$ cat src/rtl/ram_unit_pkg.sv
// Shared definitions for the SAP RAM responder: default widths and the
// clear-sequencer FSM state encoding.
package ram_unit_pkg;

    localparam int ADDR_W_DEF = 8;
    localparam int DATA_W_DEF = 10;

    // IDLE serves CPU strobes and the loader; CLEAR zeroes the whole array.
    typedef enum logic {
        ST_IDLE  = 1'b0,
        ST_CLEAR = 1'b1
    } state_t;

endpackage

$ cat src/rtl/ram_unit_array.sv
// Program/data storage: DEPTH x DATA_W, one synchronous write port and one
// synchronous read port. Reads return the contents before a same-edge write.
module ram_array #(
    parameter int ADDR_W = 8,
    parameter int DATA_W = 10
) (
    input  logic              CLK,
    input  logic              ARST_L,
    input  logic              we,
    input  logic [ADDR_W-1:0] wr_addr,
    input  logic [DATA_W-1:0] wr_data,
    input  logic [ADDR_W-1:0] rd_addr,
    output logic [DATA_W-1:0] rd_data
);

    localparam int DEPTH = 2 ** ADDR_W;

    // Storage is intentionally not reset; contents survive ARST_L.
    logic [DATA_W-1:0] mem [DEPTH];

    // Single write port, already arbitrated by the owner.
    always_ff @(posedge CLK) begin
        if (we) begin
            mem[wr_addr] <= wr_data;
        end
    end

    // Registered read of the addressed word every cycle; only the output
    // register is reset so the bus sees 0 out of reset.
    always_ff @(posedge CLK or negedge ARST_L) begin
        if (!ARST_L) begin
            rd_data <= '0;
        end else begin
            rd_data <= mem[rd_addr];
        end
    end

endmodule

$ cat src/rtl/ram_unit.sv
// SAP RAM bus responder: executes CPU MAR-load / read / write strobes,
// accepts words from the halted-mode loader and runs the whole-memory clear.
//
// Loader handshake: a word transfers on a CLK edge where ld_valid and ld_ready
// are both high. ld_ready depends only on state, ld_en, clr_req and the CPU
// write in the same cycle, never on ld_valid, so the source may hold ld_valid
// while waiting. At most one word is accepted per CLK.
module ram_unit
    import ram_unit_pkg::*;
#(
    parameter int ADDR_W = ADDR_W_DEF,
    parameter int DATA_W = DATA_W_DEF
) (
    input  logic              CLK,
    input  logic              ARST_L,
    input  logic              SLOW_CLOCK_STRB,
    input  logic              mar_in,
    input  logic              ram_out,
    input  logic              ram_wr,
    input  logic [DATA_W-1:0] bus_in,
    output logic [DATA_W-1:0] bus_out,
    output logic              bus_oe,
    input  logic              ld_en,
    input  logic              ld_valid,
    output logic              ld_ready,
    input  logic [ADDR_W-1:0] ld_addr,
    input  logic [DATA_W-1:0] ld_data,
    input  logic              clr_req,
    output logic              busy,
    output logic [ADDR_W:0]   ld_count,
    output logic              err_conflict,
    output logic              err_busy,
    output logic              state_dbg
);

    localparam int DEPTH = 2 ** ADDR_W;
    localparam logic [ADDR_W:0] LD_MAX = (ADDR_W + 1)'(DEPTH);

    state_t            state;
    state_t            state_nxt;
    logic [ADDR_W-1:0] mar;
    logic [ADDR_W-1:0] clr_cnt;
    logic              clr_last;
    logic              clr_we;
    logic              is_idle;
    logic              cpu_any;
    logic              cpu_wr;
    logic              cpu_conflict;
    logic              ld_fire;
    logic              mem_we;
    logic [ADDR_W-1:0] mem_wa;
    logic [DATA_W-1:0] mem_wd;
    logic [DATA_W-1:0] rd_data;

    assign is_idle      = (state == ST_IDLE);
    assign cpu_any      = SLOW_CLOCK_STRB && (mar_in || ram_wr || ram_out);
    assign cpu_wr       = is_idle && SLOW_CLOCK_STRB && ram_wr && !ram_out;
    assign cpu_conflict = is_idle && SLOW_CLOCK_STRB && ram_wr && ram_out;
    assign clr_last     = (clr_cnt == '1);
    assign ld_fire      = ld_valid && ld_ready;
    assign state_dbg    = state;

    // FSM state register.
    always_ff @(posedge CLK or negedge ARST_L) begin
        if (!ARST_L) begin
            state <= ST_IDLE;
        end else begin
            state <= state_nxt;
        end
    end

    // FSM next state: a clear runs for exactly DEPTH cycles and ignores clr_req.
    always_comb begin
        state_nxt = state;
        case (state)
            ST_IDLE:  if (clr_req)  state_nxt = ST_CLEAR;
            ST_CLEAR: if (clr_last) state_nxt = ST_IDLE;
            default:  state_nxt = ST_IDLE;
        endcase
    end

    // FSM outputs: clear ownership of the write port, busy, loader readiness.
    always_comb begin
        busy     = 1'b0;
        clr_we   = 1'b0;
        ld_ready = 1'b0;
        case (state)
            ST_IDLE:  ld_ready = ld_en && !clr_req && !cpu_wr;
            ST_CLEAR: begin
                busy   = 1'b1;
                clr_we = 1'b1;
            end
            default:  ld_ready = 1'b0;
        endcase
    end

    // Clear address counter: held at 0 while idle so every clear starts at 0.
    always_ff @(posedge CLK or negedge ARST_L) begin
        if (!ARST_L) begin
            clr_cnt <= '0;
        end else if (is_idle) begin
            clr_cnt <= '0;
        end else begin
            clr_cnt <= clr_cnt + 1'b1;
        end
    end

    // MAR loads only on an idle strobe; strobes during a clear are dropped.
    always_ff @(posedge CLK or negedge ARST_L) begin
        if (!ARST_L) begin
            mar <= '0;
        end else if (is_idle && SLOW_CLOCK_STRB && mar_in) begin
            mar <= bus_in[ADDR_W-1:0];
        end
    end

    // Write-port arbitration: clear, then CPU write (old MAR), then loader.
    always_comb begin
        mem_we = 1'b0;
        mem_wa = mar;
        mem_wd = bus_in;
        if (clr_we) begin
            mem_we = 1'b1;
            mem_wa = clr_cnt;
            mem_wd = '0;
        end else if (cpu_wr) begin
            mem_we = 1'b1;
            mem_wa = mar;
            mem_wd = bus_in;
        end else if (ld_fire) begin
            mem_we = 1'b1;
            mem_wa = ld_addr;
            mem_wd = ld_data;
        end
    end

    // Loader word counter: saturates at DEPTH, zeroed when a clear completes.
    always_ff @(posedge CLK or negedge ARST_L) begin
        if (!ARST_L) begin
            ld_count <= '0;
        end else if (clr_we && clr_last) begin
            ld_count <= '0;
        end else if (ld_fire && (ld_count != LD_MAX)) begin
            ld_count <= ld_count + 1'b1;
        end
    end

    // Sticky error flags, cleared only by reset.
    always_ff @(posedge CLK or negedge ARST_L) begin
        if (!ARST_L) begin
            err_conflict <= 1'b0;
            err_busy     <= 1'b0;
        end else begin
            if (cpu_conflict) err_conflict <= 1'b1;
            if (!is_idle && cpu_any) err_busy <= 1'b1;
        end
    end

    ram_array #(
        .ADDR_W (ADDR_W),
        .DATA_W (DATA_W)
    ) u_ram_array (
        .CLK     (CLK),
        .ARST_L  (ARST_L),
        .we      (mem_we),
        .wr_addr (mem_wa),
        .wr_data (mem_wd),
        .rd_addr (mar),
        .rd_data (rd_data)
    );

    // Bus drive follows ram_out combinationally but is blocked during a clear.
    always_comb begin
        bus_oe  = ram_out && !busy;
        bus_out = bus_oe ? rd_data : '0;
    end

endmodule

$ cat config.mk
export PLATFORM = sky130hd
export DESIGN_NAME = ram_unit
export DESIGN_NICKNAME = d
export VERILOG_FILES = /design/src/rtl/ram_unit_pkg.sv /design/src/rtl/ram_unit_array.sv /design/src/rtl/ram_unit.sv
export SDC_FILE = /design/constraint.sdc
export NUM_CORES = 2
export LEC_CHECK = 0
export ABC_CLOCK_PERIOD_IN_PS = 12990
export BUFFER_PORTS_ARGS = -buffer_cell sky130_fd_sc_hd__buf_2
export CAP_MARGIN = 20
export CELL_PAD_IN_SITES_DETAIL_PLACEMENT = 0
export CELL_PAD_IN_SITES_GLOBAL_PLACEMENT = 1
export CORE_UTILIZATION = 56
export CTS_CLUSTER_SIZE = 14
export DETAILED_ROUTE_END_ITERATION = 10
export PLACE_DENSITY = 0.89
export SYNTH_ARGS = -nofsm -noshare
export SYNTH_HDL_FRONTEND = slang
export SYNTH_SLANG_ARGS = --single-unit
$ cat constraint.sdc
create_clock -name CLK -period 12.99 [get_ports CLK]
set_clock_uncertainty 0.1 [all_clocks]
set_input_delay 1.299 -clock CLK [delete_from_list [all_inputs] [get_ports CLK]]
set_output_delay 1.299 -clock CLK [all_outputs]
set_load 0.02 [all_outputs]
* Word level (Yosys, flattened, before mapping)
Memory sizes are Yosys's and may differ from the RTL's. A register that Yosys moved wholly into a read port is not among the register bits.
Cells that the tools add are included.
W data, S select, Z words.
** Word-level totals
- Flip-flop bits (word level) :: 28
- Latch bits :: 0
- Memory bits (writable) :: 2560
- ROM bits :: 0
- Bits of input ports :: 37
- Word-level logic and storage cells :: 53
- Memories :: 1
** Memories
- u_ram_array.mem :: words 256, bits a word 10, read ports 1, clocked after Yosys merged registers in 1, write ports 1, line ram_unit_array.sv:19 : logic [DATA_W-1:0] mem [DEPTH];
** Cells by class
- Add/sub/neg operators :: 2
- $mul :: 0
- Divide/modulo/power cells :: 0
- $lt $le $gt $ge :: 0
- Eq/ne operators :: 2
- Shifts and indexed selects :: 0
- Mux-type cells :: 20
- Bitwise gates (word level) :: 1
- Reduce and logical (&&, ||, !) cells :: 21
** Operators by type and width (count)
- $mux W10 :: 4
- $mux W8 :: 4
- $mux W9 :: 2
- $logic_and A1 B1 Y1 :: 13
- $add A9 B1 Y9 const B :: 1
- $mux W1 :: 9
- $ne A9 B9 Y1 const B :: 1
- $add A8 B1 Y8 const B :: 1
- $eq A8 B8 Y1 const B :: 1
- $logic_not A1 Y1 :: 5
- $logic_or A1 B1 Y1 :: 2
- $pmux W1 S2 :: 1
- $reduce_bool A2 Y1 :: 1
- $not A1 Y1 :: 1

* Depth between registers and ports, before layout
- Word-level depth :: 13
- Gate-level depth with buffers :: 12
- Depth with buffers taken out :: 6

* Modules after synthesis
From an unflattened synthesis, not the netlist that was laid out.
** Second synthesis, totals
- Cell total of the unflattened synthesis :: 4795
- Area total of the unflattened synthesis :: 100666.5 sq um
** By module, submodules not included
- ram_array :: instances 1, cells each 4605, area each 98982.4 sq um
- ram_unit :: instances 1, cells each 190, area each 1684.1 sq um

* Worst setup path before layout
Ideal clock, no wire load.
- Kind :: input port to flip-flop
- From :: input clr_req
- To :: memory u_ram_array.mem[0][0], data pin
- Setup time :: 1.573 ns
- Data arrival time :: 9.335 ns
- Setup slack :: 1.982 ns
- Stages on the path :: 6
- Cell sequence :: or3b_1 -> buf_2 -> nor3_1 -> clkbuf_1 -> nand2_1 -> a21oi_1
** On the way
- Word-level cells in the longest chain between the ends :: 8
** Ends and longest elaborated chain
- from (decl) :: line ram_unit.sv:28 : input logic clr_req,
- $logic_not A1 Y1 :: line ram_unit.sv:88 : ST_IDLE: ld_ready = ld_en && !clr_req && !cpu_wr;
- $logic_and A1 B1 Y1 (2 in series) :: line ram_unit.sv:88
- $mux W1 :: line ram_unit.sv:87 : case (state)
- $logic_and A1 B1 Y1 :: line ram_unit.sv:60 : assign ld_fire = ld_valid && ld_ready;
- $mux W10 :: line ram_unit.sv:130 : end else if (ld_fire) begin
- $mux W10 :: line ram_unit.sv:126 : end else if (cpu_wr) begin
- $mux W10 :: line ram_unit.sv:122 : if (clr_we) begin
- net mem_wd[0] :: line ram_unit.sv:52 : logic [DATA_W-1:0] mem_wd;
- to (decl) :: line ram_unit_array.sv:19
The timed path passes the listed nets, and every way through them passes these cells.

==> results_dict.tcl <==
set metrics [dict create \
    status "finished, final reports clean" \
    setup.worst_path.end_class "flip-flop" \
    fp.dieArea_um2 182000 \
    async_reset_ff_share_pct 1.46 \
    die_height_um 427 \
    timing_hold_violations_final 0 \
    setup-violations-final 0 \
    fraction_of_the_cycle_the_final_worst_path_needs_pct 46.9 \
    avgViaCountPerCell 7.02 \
    cts_buffers 235 \
    seq_power_share_pct 53.8 \
    timing.setup.critical_path_class "flip-flop to flip-flop" \
    timing.critical_path.slowest_stage_cell "sky130_fd_sc_hd__dfrtp_4" \
    worst_voltage_drop_across_the_vdd_grid_uv 141 \
    post_dp_cell_area_um2 104000 \
    swShare_pct 23.5 \
    synth_enable_flop_cells 2560 \
    clk_pin_slew_worst_setup_hold_paths_ns 0.07 \
    timing.slew.headroom_pct 6.67 \
    share_of_power_burned_in_the_clock_network_pct 38.9 \
    final_max_slew_viol_count 0 \
    hold_depth 1 \
    register_area_um2 77800 \
    path_delay_family "buffers and inverters" \
    pwr_density_cell_nw_per_um2 156 \
    r2r_depth 9 \
    reg2reg_from "mar[0]" \
    worst_path_cell_trace "buf_4 > buf_12 > buf_4 > mux4_2 > a22o_1 > a221oi_1 > o21ai_0 > a211oi_1 > nor4_1" \
    synth.avg_cell_area_um2 20.9 \
    routed-via-count 53150 \
    ys_ff_latch 2598 \
    ys_warn_count 0 \
    largest_family_of_logic_cells_by_synthesized_area "multiplexers" \
    synth-compound-area-share_pct 3.70 \
    drive_above_1_share_pct 21.4 \
    worst_hold_path_type "flip-flop to flip-flop" \
    worst-endpoint-required_ns 13.58 \
    htreeDepth 4 \
    intPower_mw 13.3 \
    critPathLaunchType "flip-flop" \
    synth_xor_area_share_pct 0.0866 \
    num_io_pins 62 \
    io_buffer_count 61 \
    r2r_slack_ns 6.89 \
    cts_hold_buffers 0 \
    cts_buffer_depth 3 \
    routed_wire_length_per_instance_um 34.9 \
    net_count_of_the_finished_layout 5039 \
    die_width_um 427 \
    regToRegEndpoint "u_ram_array.rd_data[1]" \
    drt-pass1-iter-count 8 \
    core.rowCount 155 \
    timing.setup.tns_ns 0 \
    effective_utilization_at_floorplan_pct 56.5 \
    timing_limited_maximum_frequency_ghz 0.164 \
    min-delay-start "err_conflict" \
    critical-path-max-stage-delay_ns 1.01 \
    flow.area_growth_from_synthesis_pct 10.2 \
    period_needed_ns 6.10 \
    synth_area_um2 101000 \
    grt_max_degree 225 \
    dr.first_iter.drc_count 9095 \
    synth-seq-area-share_pct 76.9 \
    worst_path_most_repeated_cell "sky130_fd_sc_hd__buf_4" \
    finish.instance_area_um2 112000 \
    overflow 0 \
    routability_congestion_estimate 0.879 \
    synth-adder-area-share_pct 0.0371 \
    grt_util_all_layers_pct 28.9 \
    cts_resized 0 \
    cp.arrival_ns 6.69 \
    cts.repair_timing.setup_buffer_count 0 \
    detail_route.wirelength_um 264000 \
    synth-simple-area-share_pct 2.84 \
    worstPathBufferInverterCount 3 \
    synth_mux_area_share_pct 14.5 \
    comb_power_share_pct 7.3 \
    cts_root_buf "sky130_fd_sc_hd__clkbuf_16" \
    clk-insertion-delay-late_ns 0.88 \
    grt_pass1_wl_um 372000 \
    max_cap_violations 0 \
    tightestPinTransition_ns 1.40 \
    core_area_um2 179000 \
    min_to "err_conflict" \
    post_synth_inst_count 4851 \
    detailedPlacementHpwl_um 151000 \
    number_of_antenna_violations_at_the_first_check_in_global_routing 24 \
    grt_setup_unrepaired "false" \
    number_of_sinks_handled_by_clock_tree_synthesis 2598 \
    first_global_vias 51403 \
    leakage_nw 34.5 \
    ant_nets 0 \
    crit_fanout 115 \
    multi_input_area_um2 21600 \
    fill_cells 11344 \
    p_sw_mw 4.07 \
    post-route-drc-count 0 \
    cts_tree "yes" \
    synth_ff_type "sky130_fd_sc_hd__edfxtp_1" \
    yosysUniqueCellTypes 74 \
    postSynthNetCount 4891 \
]
==> per-layer routing <==
metal / up-vias / part of all wire, % / GRT usage [%]
li1: 20611 / - / -
met4: 24 / 5.7 / 14.7
met5: - / 0.061 / 0
met1: 27301 / 35 / 39.2
met2: 4443 / 46 / 43.4
met3: 771 / 13 / 7.92
==> kinds of logic (layout without fill, tap and decap cells) <==
family / after synthesis / count (layout)
DFF: 2598 / 2598
buffers and inverters: 304 / 652
muxes: 786 / 786
adders and majority gates: 3 / 3
xor gates and xnor gates: 10 / 10
AOI/OAI and AO/OA: 531 / 531
and+or+nand+nor: 619 / 619
other: 0 / 18
==> synthesized netlist by cell type, types with 4 or more instances <==
master                        n  area [um^2]
sky130_fd_sc_hd__a211oi_1     9         67.6
sky130_fd_sc_hd__a21oi_1    101          505
sky130_fd_sc_hd__a221oi_1    33          289
sky130_fd_sc_hd__a22o_1      25          219
sky130_fd_sc_hd__a22oi_1    154         1160
sky130_fd_sc_hd__a31o_2       4         35.0
sky130_fd_sc_hd__a31oi_1     16          100
sky130_fd_sc_hd__and2_1      20          125
sky130_fd_sc_hd__and3_1       5         31.3
sky130_fd_sc_hd__and3b_1      5         43.8
sky130_fd_sc_hd__buf_1       27          101
sky130_fd_sc_hd__buf_12       7          140
sky130_fd_sc_hd__buf_2       77          385
sky130_fd_sc_hd__buf_4       35          263
sky130_fd_sc_hd__buf_6       27          304
sky130_fd_sc_hd__buf_8       25          375
sky130_fd_sc_hd__clkbuf_1    97          364
sky130_fd_sc_hd__dfrtp_1     38          951
sky130_fd_sc_hd__edfxtp_1  2560        76900
sky130_fd_sc_hd__mux2_2      29          327
sky130_fd_sc_hd__mux2i_1    228         2280
sky130_fd_sc_hd__mux4_1      32          841
sky130_fd_sc_hd__mux4_2     497        11200
sky130_fd_sc_hd__nand2_1     94          353
sky130_fd_sc_hd__nand2b_1     7         43.8
sky130_fd_sc_hd__nand3_1     36          180
sky130_fd_sc_hd__nand3_2      5         50.1
sky130_fd_sc_hd__nand4_1     25          156
sky130_fd_sc_hd__nor2_1     310         1160
sky130_fd_sc_hd__nor2_2       4         25.0
sky130_fd_sc_hd__nor2b_1     11         68.8
sky130_fd_sc_hd__nor3_1      32          160
sky130_fd_sc_hd__nor4_1      21          131
sky130_fd_sc_hd__o211a_1      5         50.1
sky130_fd_sc_hd__o21ai_0     40          200
sky130_fd_sc_hd__o221ai_1    57          499
sky130_fd_sc_hd__o22ai_1     56          350
sky130_fd_sc_hd__o31ai_1      7         52.6
sky130_fd_sc_hd__o32ai_1      7         61.3
sky130_fd_sc_hd__or2_2        5         31.3
sky130_fd_sc_hd__or3_1       14         87.6
sky130_fd_sc_hd__xor2_1       7         61.3
==> cells in the final DEF, fill, tap and decap left out, types with 14 or more instances in the layout <==
| master | instances |
|---|---|
| sky130_fd_sc_hd__or3_1 | 14 |
| sky130_fd_sc_hd__a22o_1 | 25 |
| sky130_fd_sc_hd__mux4_2 | 497 |
| sky130_fd_sc_hd__mux2i_1 | 228 |
| sky130_fd_sc_hd__dfrtp_1 | 34 |
| sky130_fd_sc_hd__clkinv_1 | 56 |
| sky130_fd_sc_hd__nand3_1 | 36 |
| sky130_fd_sc_hd__a22oi_1 | 154 |
| sky130_fd_sc_hd__clkinv_2 | 30 |
| sky130_fd_sc_hd__buf_2 | 63 |
| sky130_fd_sc_hd__nand2_1 | 93 |
| sky130_fd_sc_hd__a31oi_1 | 16 |
| sky130_fd_sc_hd__edfxtp_1 | 2560 |
| sky130_fd_sc_hd__diode_2 | 18 |
| sky130_fd_sc_hd__o221ai_1 | 57 |
| sky130_fd_sc_hd__nor2_1 | 308 |
| sky130_fd_sc_hd__and2_1 | 19 |
| sky130_fd_sc_hd__buf_6 | 18 |
| sky130_fd_sc_hd__nor3_1 | 31 |
| sky130_fd_sc_hd__mux4_1 | 32 |
| sky130_fd_sc_hd__mux2_2 | 29 |
| sky130_fd_sc_hd__a21oi_1 | 91 |
| sky130_fd_sc_hd__o22ai_1 | 56 |
| sky130_fd_sc_hd__nand4_1 | 25 |
| sky130_fd_sc_hd__buf_4 | 110 |
| sky130_fd_sc_hd__o21ai_0 | 40 |
| sky130_fd_sc_hd__nor4_1 | 16 |
| sky130_fd_sc_hd__clkbuf_1 | 70 |
| sky130_fd_sc_hd__clkbuf_16 | 236 |
| sky130_fd_sc_hd__a221oi_1 | 33 |
==> area by class of cell <==
class | count | share of cell area [%]
well taps | 2355 | 2.64
inverters | 8 | 0.0269
clock inverters | 120 | 0.984
diodes | 18 | 0.0404
flip-flops and latches | 2598 | 69.8
repair buffers | 207 | 1.48
multi-input cells | 1949 | 19.4
clock buffers | 317 | 5.67
==> through the flow <==
stage	power [mW]	instances	util, %	hold WS (ns)	setup WS (ns)
global placement	10.7	7075	57.9	0.346	6.89
finish	17.4	7572	62.3	0.371	6.89
floorplan	10.2	4851	-	0.351	1.98
CTS	17.3	7523	62.1	0.372	6.96
detailed placement	10.7	7086	57.9	0.359	6.99
global route	17.7	7560	62.3	0.390	6.67
==> how the worst max path moves through the flow <==
stage / start / end / slack [ns] / cells past startpoint
finish: mar[0] / u_ram_array.rd_data[1] / 6.89 / 9
global placement: clr_req / u_ram_array.mem[148][0] / 6.89 / 7
global route: mar[0] / u_ram_array.rd_data[1] / 6.67 / 9
detailed placement: mar[0] / u_ram_array.rd_data[1] / 6.99 / 9
CTS: mar[0] / u_ram_array.rd_data[1] / 6.96 / 9
floorplan: clr_req / u_ram_array.mem[0][0] / 1.98 / 6
==> power groups by stage <==
| stage | clock (mW) | combinational [mW] | sequential (mW) |
|---|---|---|---|
| floorplan | 0 | 0.744 | 9.44 |
| global placement | 0 | 1.19 | 9.49 |
| detailed placement | 0 | 1.21 | 9.50 |
| CTS | 6.76 | 1.22 | 9.33 |
| global route | 7.06 | 1.28 | 9.33 |
| finish | 6.75 | 1.27 | 9.33 |
==> sequential cells by signal, summed over array words and instances (netlist names) <==
signal,cells
state_dbg,1
u_ram_array.mem,2560
mar,8
clr_cnt,8
u_ram_array.rd_data,10
ld_count,9
err_conflict,1
err_busy,1
Note: power is estimated with default switching activity, not from simulation.
